### config.mk
export PLATFORM = sky130hd
export DESIGN_NAME = shift_out_sched
export DESIGN_NICKNAME = d
export VERILOG_FILES = /design/src/rtl/shift_out_pkg.sv /design/src/rtl/rr_arbiter.sv /design/src/rtl/shift_out_sched.sv
export SDC_FILE = /design/constraint.sdc
export NUM_CORES = 1
export LEC_CHECK = 0
export CORE_UTILIZATION = 50
export CTS_CLUSTER_DIAMETER = 200
export DETAILED_ROUTE_END_ITERATION = 6
export PLACE_DENSITY = 0.91
export SLEW_MARGIN = 20
export SYNTH_ARGS = -nofsm -noshare
export SYNTH_HDL_FRONTEND = slang
export SYNTH_SLANG_ARGS = --single-unit
### constraint.sdc
create_clock -name clk -period 10.3 [get_ports clk]
set_clock_uncertainty 0.1 [all_clocks]
set_input_delay 1.03 -clock clk [delete_from_list [all_inputs] [get_ports clk]]
set_output_delay 1.03 -clock clk [all_outputs]
set_load 0.05 [all_outputs]
### src/rtl/shift_out_pkg.sv
// Shared state encoding and default sizing for the serial output scheduler.
package shift_out_pkg;

    localparam int NREQ_DEF   = 4;
    localparam int WIDTH_DEF  = 32;
    localparam int CWIDTH_DEF = 5;
    localparam int IDW_DEF    = 2;

    typedef enum logic [1:0] {
        ST_IDLE  = 2'd0,
        ST_SHIFT = 2'd1,
        ST_GAP   = 2'd2
    } state_t;

endpackage

### src/rtl/rr_arbiter.sv
// Combinational round-robin picker: first set request after the last winner, wrapping.
module rr_arbiter #(
    parameter int NREQ = 4,
    parameter int IDW  = 2
) (
    input  logic [NREQ-1:0] req,
    input  logic [IDW-1:0]  last,
    input  logic            enable,
    output logic            any,
    output logic [NREQ-1:0] grant,
    output logic [IDW-1:0]  id
);

    logic [IDW-1:0] cand;

    always_comb begin
        any   = 1'b0;
        grant = '0;
        id    = '0;
        cand  = '0;
        for (int k = 1; k <= NREQ; k++) begin
            cand = IDW'((int'(last) + k) % NREQ);
            if (enable && !any && req[cand]) begin
                any         = 1'b1;
                grant[cand] = 1'b1;
                id          = cand;
            end
        end
    end

endmodule

### src/rtl/shift_out_sched.sv
// Round-robin scheduler sharing one LSB-first serial channel among NREQ producers.
// Define SHIFT_OUT_SCHED_PARITY_EN to append an even-parity bit to every frame.
module shift_out_sched
    import shift_out_pkg::*;
#(
    parameter int NREQ   = NREQ_DEF,
    parameter int WIDTH  = WIDTH_DEF,
    parameter int CWIDTH = CWIDTH_DEF,
    parameter int IDW    = IDW_DEF
) (
    input  logic                  clk,
    input  logic                  rst_n,
    input  logic [NREQ-1:0]       req,
    input  logic [NREQ*WIDTH-1:0] data,
    output logic [NREQ-1:0]       grant,
    output logic                  sout,
    output logic                  sout_valid,
    output logic                  sout_last,
    output logic                  busy,
    output logic                  done,
    output logic [IDW-1:0]        done_id
);

    // Explicit terminal index so a full-range counter never has to wrap.
    localparam logic [CWIDTH-1:0] LAST_IDX = CWIDTH'(WIDTH - 1);

    state_t            state_reg;
    logic [WIDTH-1:0]  shift_reg;
    logic [CWIDTH-1:0] index_reg;
    logic [IDW-1:0]    last_reg;
    logic [IDW-1:0]    cur_id_reg;
    logic [NREQ-1:0]   grant_reg;

    logic [WIDTH-1:0]  word_arr [NREQ];
    logic              arb_any;
    logic [NREQ-1:0]   arb_grant;
    logic [IDW-1:0]    arb_id;
    logic [WIDTH-1:0]  sel_word;

    for (genvar gi = 0; gi < NREQ; gi++) begin : g_word
        assign word_arr[gi] = data[gi*WIDTH +: WIDTH];
    end

    assign sel_word = word_arr[arb_id];

    rr_arbiter #(
        .NREQ (NREQ),
        .IDW  (IDW)
    ) u_arb (
        .req    (req),
        .last   (last_reg),
        .enable (state_reg == ST_IDLE),
        .any    (arb_any),
        .grant  (arb_grant),
        .id     (arb_id)
    );

`ifdef SHIFT_OUT_SCHED_PARITY_EN
    logic par_reg;
    logic par_phase_reg;
`endif

    always_ff @(posedge clk or negedge rst_n) begin
        if (!rst_n) begin
            state_reg     <= ST_IDLE;
            shift_reg     <= '0;
            index_reg     <= '0;
            last_reg      <= IDW'(NREQ - 1);
            cur_id_reg    <= '0;
            grant_reg     <= '0;
`ifdef SHIFT_OUT_SCHED_PARITY_EN
            par_reg       <= 1'b0;
            par_phase_reg <= 1'b0;
`endif
        end else begin
            grant_reg <= '0;
            case (state_reg)
                ST_IDLE: begin
                    if (arb_any) begin
                        shift_reg     <= sel_word;
                        index_reg     <= '0;
                        last_reg      <= arb_id;
                        cur_id_reg    <= arb_id;
                        grant_reg     <= arb_grant;
                        state_reg     <= ST_SHIFT;
`ifdef SHIFT_OUT_SCHED_PARITY_EN
                        par_reg       <= ^sel_word;
                        par_phase_reg <= 1'b0;
`endif
                    end
                end
                ST_SHIFT: begin
`ifdef SHIFT_OUT_SCHED_PARITY_EN
                    // Index parks on the last data bit while the parity bit goes out.
                    if (par_phase_reg) begin
                        par_phase_reg <= 1'b0;
                        state_reg     <= ST_GAP;
                    end else if (index_reg == LAST_IDX) begin
                        par_phase_reg <= 1'b1;
                    end else begin
                        index_reg <= index_reg + 1'b1;
                    end
`else
                    if (index_reg == LAST_IDX) begin
                        state_reg <= ST_GAP;
                    end else begin
                        index_reg <= index_reg + 1'b1;
                    end
`endif
                end
                ST_GAP:  state_reg <= ST_IDLE;
                default: state_reg <= ST_IDLE;
            endcase
        end
    end

    assign sout_valid = (state_reg == ST_SHIFT);
    assign busy       = (state_reg != ST_IDLE);
    assign done       = (state_reg == ST_GAP);
    assign done_id    = done ? cur_id_reg : '0;
    assign grant      = grant_reg;

`ifdef SHIFT_OUT_SCHED_PARITY_EN
    assign sout      = sout_valid && (par_phase_reg ? par_reg : shift_reg[index_reg]);
    assign sout_last = sout_valid && par_phase_reg;
`else
    assign sout      = sout_valid && shift_reg[index_reg];
    assign sout_last = sout_valid && (index_reg == LAST_IDX);
`endif

endmodule

# After elaboration in Yosys (flattened, before gate mapping)
# Index checks and enable logic that the tools add are counted.
# totals
wordCells	95
output_inout_bits	11
in_bits	134
register_bits	47
# classes
eq_ne	6
muxes	42
bitwise_logic	4
reduce_logical	22
magnitude_cmp	10
add_sub_neg	5
# ops
cell	n
binary-select mux 32 bit (select 2 bit)	1
2-to-1 mux 32 bit	2
2-to-1 mux 4 bit	6
2-to-1 mux 2 bit	7
logical AND 1 bit	13
2-to-1 mux 1 bit	13
< comparator 2 x 3 -> 1 bit, second input constant	4
bitwise OR 4 bit	3
2-to-1 mux 5 bit	2
case mux 5 bit (2 select lines)	1
binary-select mux 1 bit (select 2 bit)	4
demux 1 bit (select 2 bit)	4
>= comparator 2 x 1 -> 1 bit, second input constant	4
< comparator 5 x 6 -> 1 bit, second input constant	1
adder 5 x 1 -> 5 bit, second input constant	1
binary-select mux 1 bit (select 5 bit)	1
== test 5 bit, second input constant	1
adder 2 x 1 -> 2 bit, second input constant	2
adder 2 bit, second input constant	2
!= test 2 bit, second input constant	2
case mux 2 bit (2 select lines)	1
AND reduction 2 bit	2
nonzero test 2 bit	2
>= comparator 3 bit, second input constant	1
other kinds (7)	9

# Logic depth before layout (Yosys ltp)
# Gate-level depths: netlist of the first run.
# depth
ltp_word	21
mapped_depth	13
ltp_nobuf	9

# Modules after synthesis
# A second synthesis of the first run with hierarchy kept.
# unflattened
cells_unflattened	317
area_unflattened_um2	3402.0
# by_module_without_submodules
module	area_each_um2	instances	cells_each	seq_area_each_um2
shift_out_sched	2849.0	1	251	1178.6
rr_arbiter	553.0	1	66	0.0

# Worst setup path after synthesis of the first run
# OpenSTA, ideal clock, no wires.
# synth_timing
path_type	register -> register
start	reg last_reg[0]
end	reg shift_reg[11]
stages_incl_launch_ff	13
required_ps	10077
synth_period_minus_slack_ps	3403
slack_ps	6897
arrival_time_ps	3180
n_path_buf	4
setup_time_ps	123
cell_sequence	dfstp_2 -> buf_2 -> buf_2 -> inv_2 -> buf_1 -> ha_1 -> mux4_2 -> nor2b_4 -> nor2_1 -> o21bai_4 -> buf_6 -> mux2_2 -> o221a_1
# synth_between
elab_chain_len	21
word_cells_on_any_way	35
cone_classes	add/sub (4); mux (19); bitwise (1); reduce/logical (11)
# synth_rtl
item	line	source
start: declaration	shift_out_sched.sv:30	logic [IDW-1:0] last_reg;
start signal: assignment	shift_out_sched.sv:68	last_reg <= IDW'(NREQ - 1);
start signal: assignment	shift_out_sched.sv:82	last_reg <= arb_id;
adder 2 x 1 -> 2 bit	rr_arbiter.sv:22	cand = IDW'((int'(last) + k) % NREQ);
binary-select mux 1 bit (select 2 bit)	rr_arbiter.sv:23	if (enable && !any && req[cand]) begin
2-to-1 mux 1 bit (not written as such)	rr_arbiter.sv:23	
logical AND 1 bit	rr_arbiter.sv:23	
2-to-1 mux 1 bit	rr_arbiter.sv:23	
zero test 1 bit	rr_arbiter.sv:23	
logical AND 1 bit (2 in a row)	rr_arbiter.sv:23	
2-to-1 mux 1 bit	rr_arbiter.sv:23	
zero test 1 bit	rr_arbiter.sv:23	
logical AND 1 bit (2 in a row)	rr_arbiter.sv:23	
2-to-1 mux 1 bit	rr_arbiter.sv:23	
zero test 1 bit	rr_arbiter.sv:23	
logical AND 1 bit (2 in a row)	rr_arbiter.sv:23	
2-to-1 mux 2 bit	rr_arbiter.sv:23	
NOT 2 -> 3 bit (not written as such)	shift_out_sched.sv:44	assign sel_word = word_arr[arb_id];
binary-select mux 32 bit (select 2 bit)	shift_out_sched.sv:44	
2-to-1 mux 32 bit (not written as such) (2 in a row)	shift_out_sched.sv:44	
end signal: assignment	shift_out_sched.sv:80	shift_reg <= sel_word;
end: declaration	shift_out_sched.sv:28	logic [WIDTH-1:0] shift_reg;
# Several ways; a longest one is shown, not always the timed one. The select of a mux whose other input is x is not followed.
# A chain may end at the register's enable or synchronous reset.

# Worst setup path in the final report of the first run
# layout_timing
start	reg last_reg[0]
end	reg shift_reg[22]
# Same word-level chain as after synthesis.

==> summary.txt, run 1 <==
Post-DRT Antenna Nets -> 0
DR iter-0 viols -> 576
Worst Tran Pin Value -> 1.01 ns
largest net degree at the start of global routing -> 48
synth unique cells -> 49
overall power -> 1.48 mW
initial antenna violation count -> 0
Mapped Area -> 4170 um^2
placed insts -> 669
Root Buffer -> clkbuf_8
Max VDD drop -> 0.174 mV
Final period util -> 48.1%
Yosys top cell by area -> dfrtp_1
final core occ -> 72.4%
Pwr per Cell Area -> 260 nW/um^2
share of post-route cells with drive strength above 1 -> 8.52%
CTS tree -> built
clk_lat worst skew -> 0.30 ns
unrepaired setup endpoints after global routing -> no
vias per cell -> 6.80
Mean Syn Cell Area -> 9.06 um^2
Layout area overhead -> 37.0%
worst hold slack -> 0.398 ns
Leakage -> 2.12 nW
final number of setup-violating endpoints -> 0
CTS Buf Count -> 5
R2R Path End -> shift_reg[22]
Die Wd -> 93.3 um
WP data required -> 10.39 ns
CTS Buffer Depth -> 2
number of buffers added on ports -> 144
drt first pass iters -> 7
sequential share of the synthesized area -> 28.3%
Post-CTS Resized -> 0
Post-Syn Nets -> 604
critical path fanouts, max -> 41
HP Class -> register to register
setup_tns -> 0 ns
die area -> 8710 um^2
core box area -> 7890 um^2
max-cap violations -> 0
grt ovf -> 0
Initial Util -> 52.9%
EDFF count, synth -> 0
Final Hold Fails -> 0
die span in y -> 93.3 um
Max Clock Freq -> 202 MHz
clk sinks -> 47
Tmin final -> 4.95 ns
worst reg2reg startpoint -> last_reg[0]
top cells by area, synth -> dfrtp_1, o221a_1, mux4_2
Total GRT Usage -> 31.9%
WHS Endpoint -> cur_id_reg[1]
H-tree Lvls -> 2
via count -> 4602
async set or reset register ratio after synthesis -> 100%
vias in the first global route -> 4510
WS Path Type -> register to register
max reg flops -> 32
relative slew slack -> 32.2%
outcome -> finished, violations left
NumNets Final -> 718
# hold bufs at CTS -> 0
WHS Path Cells -> 1
Synth top area share -> 27.0%
FF-to-FF path depth -> 8
diode count -> 0
first-pass GRT wire length -> 21.8 mm
hpwl dp -> 9.67 mm
Placer Congestion -> 0.874
violated checks -> DRC
row cnt -> 32
routed len/inst -> 20.3 um
Pins Over Slew Limit -> 0
Total Wirelength -> 13.7 mm
CP Launch Type -> register
Final Non-Filler Cells -> 677
post-CTS setup buffers -> 0
Clk pin slew, worst setup/hold paths -> 0.09 ns
synth warn -> 0
critical path endpoint category -> register
commonest register cell after synthesis -> dfrtp_1
Mapped Cells -> 460
R2R setup slack -> 5.35 ns
worst hold start -> cur_id_reg[1]
DRC Markers -> 1
CP arrival -> 5.04 ns
Boundary Pins -> 145
flops & latches, synth -> 47
## synth_stat cells, types with 3 or more instances
| cell type | instances |
|---|---|
| buf_6 | 3 |
| nand3_1 | 33 |
| ha_1 | 10 |
| clkbuf_1 | 17 |
| nor2_1 | 13 |
| a21oi_1 | 5 |
| or3_1 | 3 |
| o221a_1 | 32 |
| mux4_2 | 12 |
| a222oi_1 | 4 |
| a21o_1 | 32 |
| nand4_1 | 33 |
| buf_2 | 14 |
| o21ai_0 | 8 |
| nand2_1 | 70 |
| mux2i_1 | 4 |
| mux2_1 | 23 |
| and2_1 | 7 |
| a22o_1 | 4 |
| dfrtp_1 | 45 |
| mux2_2 | 9 |
| nor2b_1 | 4 |
| a22oi_1 | 33 |
| buf_1 | 10 |
## worst max-delay path, stage by stage (launching register included)
cell and delay (ns):
dfstp_2 0.80, inv_2 0.43, ha_1 0.49, mux4_2 0.41, nor2b_4 0.83, nor2_1 0.27
o21bai_4 0.84, mux2_1 0.42, o221a_1 0.22
## cell families after synthesis
| kind of cell | Yosys count | synth area share [%] |
|---|---|---|
| adders and majority gates | 10 | 3.00 |
| DFF | 47 | 28.3 |
| muxes | 48 | 16.1 |
| xor gates and xnor gates | 2 | 0.420 |
| AOI/OAI and AO/OA | 131 | 26.4 |
| and+or+nand+nor | 173 | 20.5 |
| buffers and inverters | 49 | 5.37 |
## per-layer routing
layer  vias to the layer above  share of wire, %  GRT usage (%)
met5                         -                 0              0
li1                       2008                 -              -
met1                      2193                38           40.6
met3                        56                11           5.37
met2                       345                49           53.9
met4                         0               3.2           12.6
## metrics by stage
stage               worst slack (ns)  cell area, um^2
finish                          5.35             5710
global route                    5.09             5710
CTS                             5.43             5710
detailed placement              5.35             5590
global placement                5.53             5590
floorplan                       6.90             4170
## report_power, final
part,internal [mW],switching [mW]
combinational,0.454,0.518
clock,0.0786,0.0649
sequential,0.274,0.0945
## area by class of cell
class | instances | area, um^2
Clock buffer | 6 | 82.6
Clock inverter | 2 | 35.0
Fill cell | 557 | 2180
Inverter | 5 | 18.8
Multi-Input combinational cell | 364 | 2780
Sequential cell | 47 | 1180
Tap cell | 102 | 128
Timing Repair Buffer | 151 | 1490
## cell usage in the layout (no fill, tap or decap), types with 9 or more instances in the layout
cell / n
a21o_1: 32
a22oi_1: 33
clkdlybuf4s50_1: 143
dfrtp_1: 45
ha_1: 10
mux2_1: 23
mux2_2: 9
mux4_2: 12
nand2_1: 70
nand3_1: 33
nand4_1: 33
nor2_1: 12
o221a_1: 32
## worst max path at each step
| stage | start | to | slack, ns | cells past startpoint |
|---|---|---|---|---|
| 5_1_grt | last_reg[0] | shift_reg[22] | 5.09 | 8 |
| 2_1_floorplan | last_reg[0] | shift_reg[11] | 6.90 | 12 |
| 3_5_place_dp | req[3] | shift_reg[15] | 5.35 | 7 |
| 3_3_place_gp | req[1] | shift_reg[6] | 5.53 | 7 |
| 4_1_cts | last_reg[0] | shift_reg[22] | 5.43 | 8 |
| 6_report | last_reg[0] | shift_reg[22] | 5.35 | 8 |
Note: power is estimated with default switching activity, not from simulation.
==> inputs of run 2 (changes only) <==
--- a/config.mk
+++ b/config.mk
@@ -5,10 +5,10 @@
 export SDC_FILE = /design/constraint.sdc
 export NUM_CORES = 1
 export LEC_CHECK = 0
-export CORE_UTILIZATION = 50
+export CORE_UTILIZATION = 42
 export CTS_CLUSTER_DIAMETER = 200
 export DETAILED_ROUTE_END_ITERATION = 6
-export PLACE_DENSITY = 0.91
+export PLACE_DENSITY = 0.82
 export SLEW_MARGIN = 20
 export SYNTH_ARGS = -nofsm -noshare
 export SYNTH_HDL_FRONTEND = slang
==> constraint.sdc (replaced) <==
create_clock -name clk -period 4.2 [get_ports clk]
set_clock_uncertainty 0.1 [all_clocks]
set_input_delay 0.42 -clock clk [delete_from_list [all_inputs] [get_ports clk]]
set_output_delay 0.42 -clock clk [all_outputs]
set_load 0.05 [all_outputs]
==> run 2 against run 1 <==
Against the previous run: via count is 3.3% lower; setup slack worse by 4.8 ns; wire length fell by 0.15%; sequential share of layout area shrank 0.31 points; critical path depth is 3 lower; combinational power rose to 2.5 times the previous value; final cell count is 5.2% higher; sequential power increased by 150%; die area increased by 19%; the run now ends clean; flip-flop and latch count stayed put; total power rose by 150%; clock power is 100% higher.
==> summary.txt, run 2 (synthesis gave the netlist of run 1 again) <==
outcome -> completed
Total Wirelength -> 13.7 mm (-0.15%)
unrepaired setup endpoints after global routing -> no
clk_lat worst skew -> 0.31 ns (about the same)
DRC Markers -> 0 (-1)
max reg flops -> 32 (unchanged)
die area -> 10300 um^2 (+19%)
Tmin final -> 3.66 ns
WS Path Type -> register to output pin
fillers -> 774 (+39%)
FF-to-FF path depth -> 8 (unchanged)
most frequent cells in the layout -> clkdlybuf4s50_1, nand2_1, dfrtp_1
Die Wd -> 102 um (+8.9%)
register area -> 1180 um^2 (unchanged)
HP Class -> input pin to asynchronous set/reset pin
Boundary Pins -> 145 (unchanged)
Pins Over Slew Limit -> 0 (unchanged)
Clk pin slew, worst setup/hold paths -> 0.09 ns (about the same)
placed insts -> 704 (+5.2%)
CP peak stage delay -> 0.81 ns (-0.03 ns)
vias in the first global route -> 4404 (-2.4%)
Layout area overhead -> 39.1%
share of post-route cells with drive strength above 1 -> 9.61% (+1.1 points)
CP Launch Type -> register
WP data required -> 3.68 ns (-6.71 ns)
most used cell, CP -> mux4_2
Initial Util -> 44.3% (-8.6 points)
CP bufs+invs -> 1 (unchanged)
Final period util -> 87.2%
Post-CTS Resized -> 0 (unchanged)
routed len/inst -> 19.3 um (-5.1%)
delay-heaviest family, CP -> multiplexers
hpwl dp -> 9.96 mm (+3.0%)
Max VDD drop -> 0.290 mV (+66%)
R2R Path End -> shift_reg[26]
commonest non-fill, non-tap cell in the layout -> clkdlybuf4s50_1
Leakage -> 2.15 nW (+1.4%)
crit-path cells -> mux4_2 > mux4_2 > mux2i_1 > nor2_1 > clkdlybuf4s50_1
core box area -> 9420 um^2 (+19%)
relative slew slack -> 30.2% (-2.0 points)
Worst Tran Pin Value -> 1.02 ns (+0.00617 ns)
largest net degree at the start of global routing -> 48 (unchanged)
Root Buffer -> clkbuf_8
setup ws final -> 0.540 ns (-4.81 ns)
via count -> 4449 (-3.3%)
Total GRT Usage -> 27.0% (-4.9 points)
# hold bufs at CTS -> 0 (unchanged)
Pwr per Cell Area -> 627 nW/um^2 (+140%)
NumNets Final -> 726 (+1.1%)
vias per cell -> 6.25 (-8.1%)
Final Non-Filler Cells -> 712 (+5.2%)
clk sinks -> 47 (unchanged)
CTS Buffer Depth -> 2 (unchanged)
R2R setup slack -> 0.62 ns (-4.73 ns)
Max Clock Freq -> 273 MHz
first-pass GRT wire length -> 22.0 mm (+1.2%)
Worst Setup SP -> index_reg[0]
area of the multi-input gates -> 2780 um^2 (about the same)
Final Hold Fails -> 0 (unchanged)
Placer Congestion -> 0.870 (-0.43%)
diode count -> 0 (unchanged)
worst reg2reg startpoint -> last_reg[1]
H-tree Lvls -> 2 (unchanged)
CTS tree -> built
final number of setup-violating endpoints -> 0 (unchanged)
drt first pass iters -> 5 (-2)
initial antenna violation count -> 0 (unchanged)
Post-DRT Antenna Nets -> 0 (unchanged)
critical path endpoint category -> output pin
die span in y -> 102 um (+8.9%)
critical path fanouts, max -> 12 (-71%)
post-CTS setup buffers -> 0 (unchanged)
pre-CTS setup slack -> 0.716 ns (-4.63 ns)
CP arrival -> 3.14 ns (-1.90 ns)
row cnt -> 35 (+9.4%)
number of buffers added on ports -> 144 (unchanged)
setup_tns -> 0 ns (unchanged)
Slowest-stage cell, CP -> dfrtp_1
max-cap violations -> 0 (unchanged)
DR iter-0 viols -> 374 (-35%)
grt ovf -> 0 (unchanged)
CTS Buf Count -> 5 (unchanged)
run 2: worst max-delay path by stage:
| stage | cells after the start | endpoint | slack (ns) |
|---|---|---|---|
| 6_report | 5 | sout | 0.54 |
| 3_5_place_dp | 8 | shift_reg[18] | 0.72 |
| 3_3_place_gp | 8 | shift_reg[22] | 0.85 |
| 2_1_floorplan | 12 | shift_reg[11] | 0.80 |
| 5_1_grt | 5 | sout | 0.43 |
| 4_1_cts | 5 | sout | 0.52 |
run 2: metal layers:
| layer | share of wire, % | routed length (um) | up-vias | GRT usage, % |
|---|---|---|---|---|
| met5 | 0 | 0 | - | 0 |
| met4 | 1.0 | 143 | 0 | 7.13 |
| met3 | 9.7 | 1330 | 16 | 4.76 |
| met2 | 48 | 6570 | 270 | 44.5 |
| met1 | 41 | 5670 | 2140 | 36.6 |
| li1 | - | - | 2023 | - |
run 2: metrics by stage:
| step | hold slack (ns) | util, % | power [mW] | instance area, um^2 |
|---|---|---|---|---|
| floorplan | 0.0244 | - | 2.66 | 4170 |
| global placement | 0.356 | 60.5 | 3.21 | 5700 |
| detailed placement | 0.368 | 60.5 | 3.32 | 5700 |
| CTS | 0.228 | 61.6 | 3.62 | 5800 |
| global route | 0.0534 | 61.6 | 3.89 | 5800 |
| finish | 0.0209 | 61.6 | 3.64 | 5800 |
run 2: final cells by class:
class / count / share of cell area, %
Inverter: 5 / 0.324
Multi-Input combinational cell: 364 / 47.9
Clock inverter: 2 / 0.281
Tap cell: 129 / 2.78
Timing Repair Buffer: 159 / 27.0
Clock buffer: 6 / 1.42
Sequential cell: 47 / 20.3
run 2: where the power goes:
part / leakage, nW / internal, mW / switching [mW]
clock network: 0.0474 / 0.135 / 0.159
logic: 1.56 / 1.17 / 1.26
registers: 0.542 / 0.673 / 0.234
total: 2.15 / 1.98 / 1.66
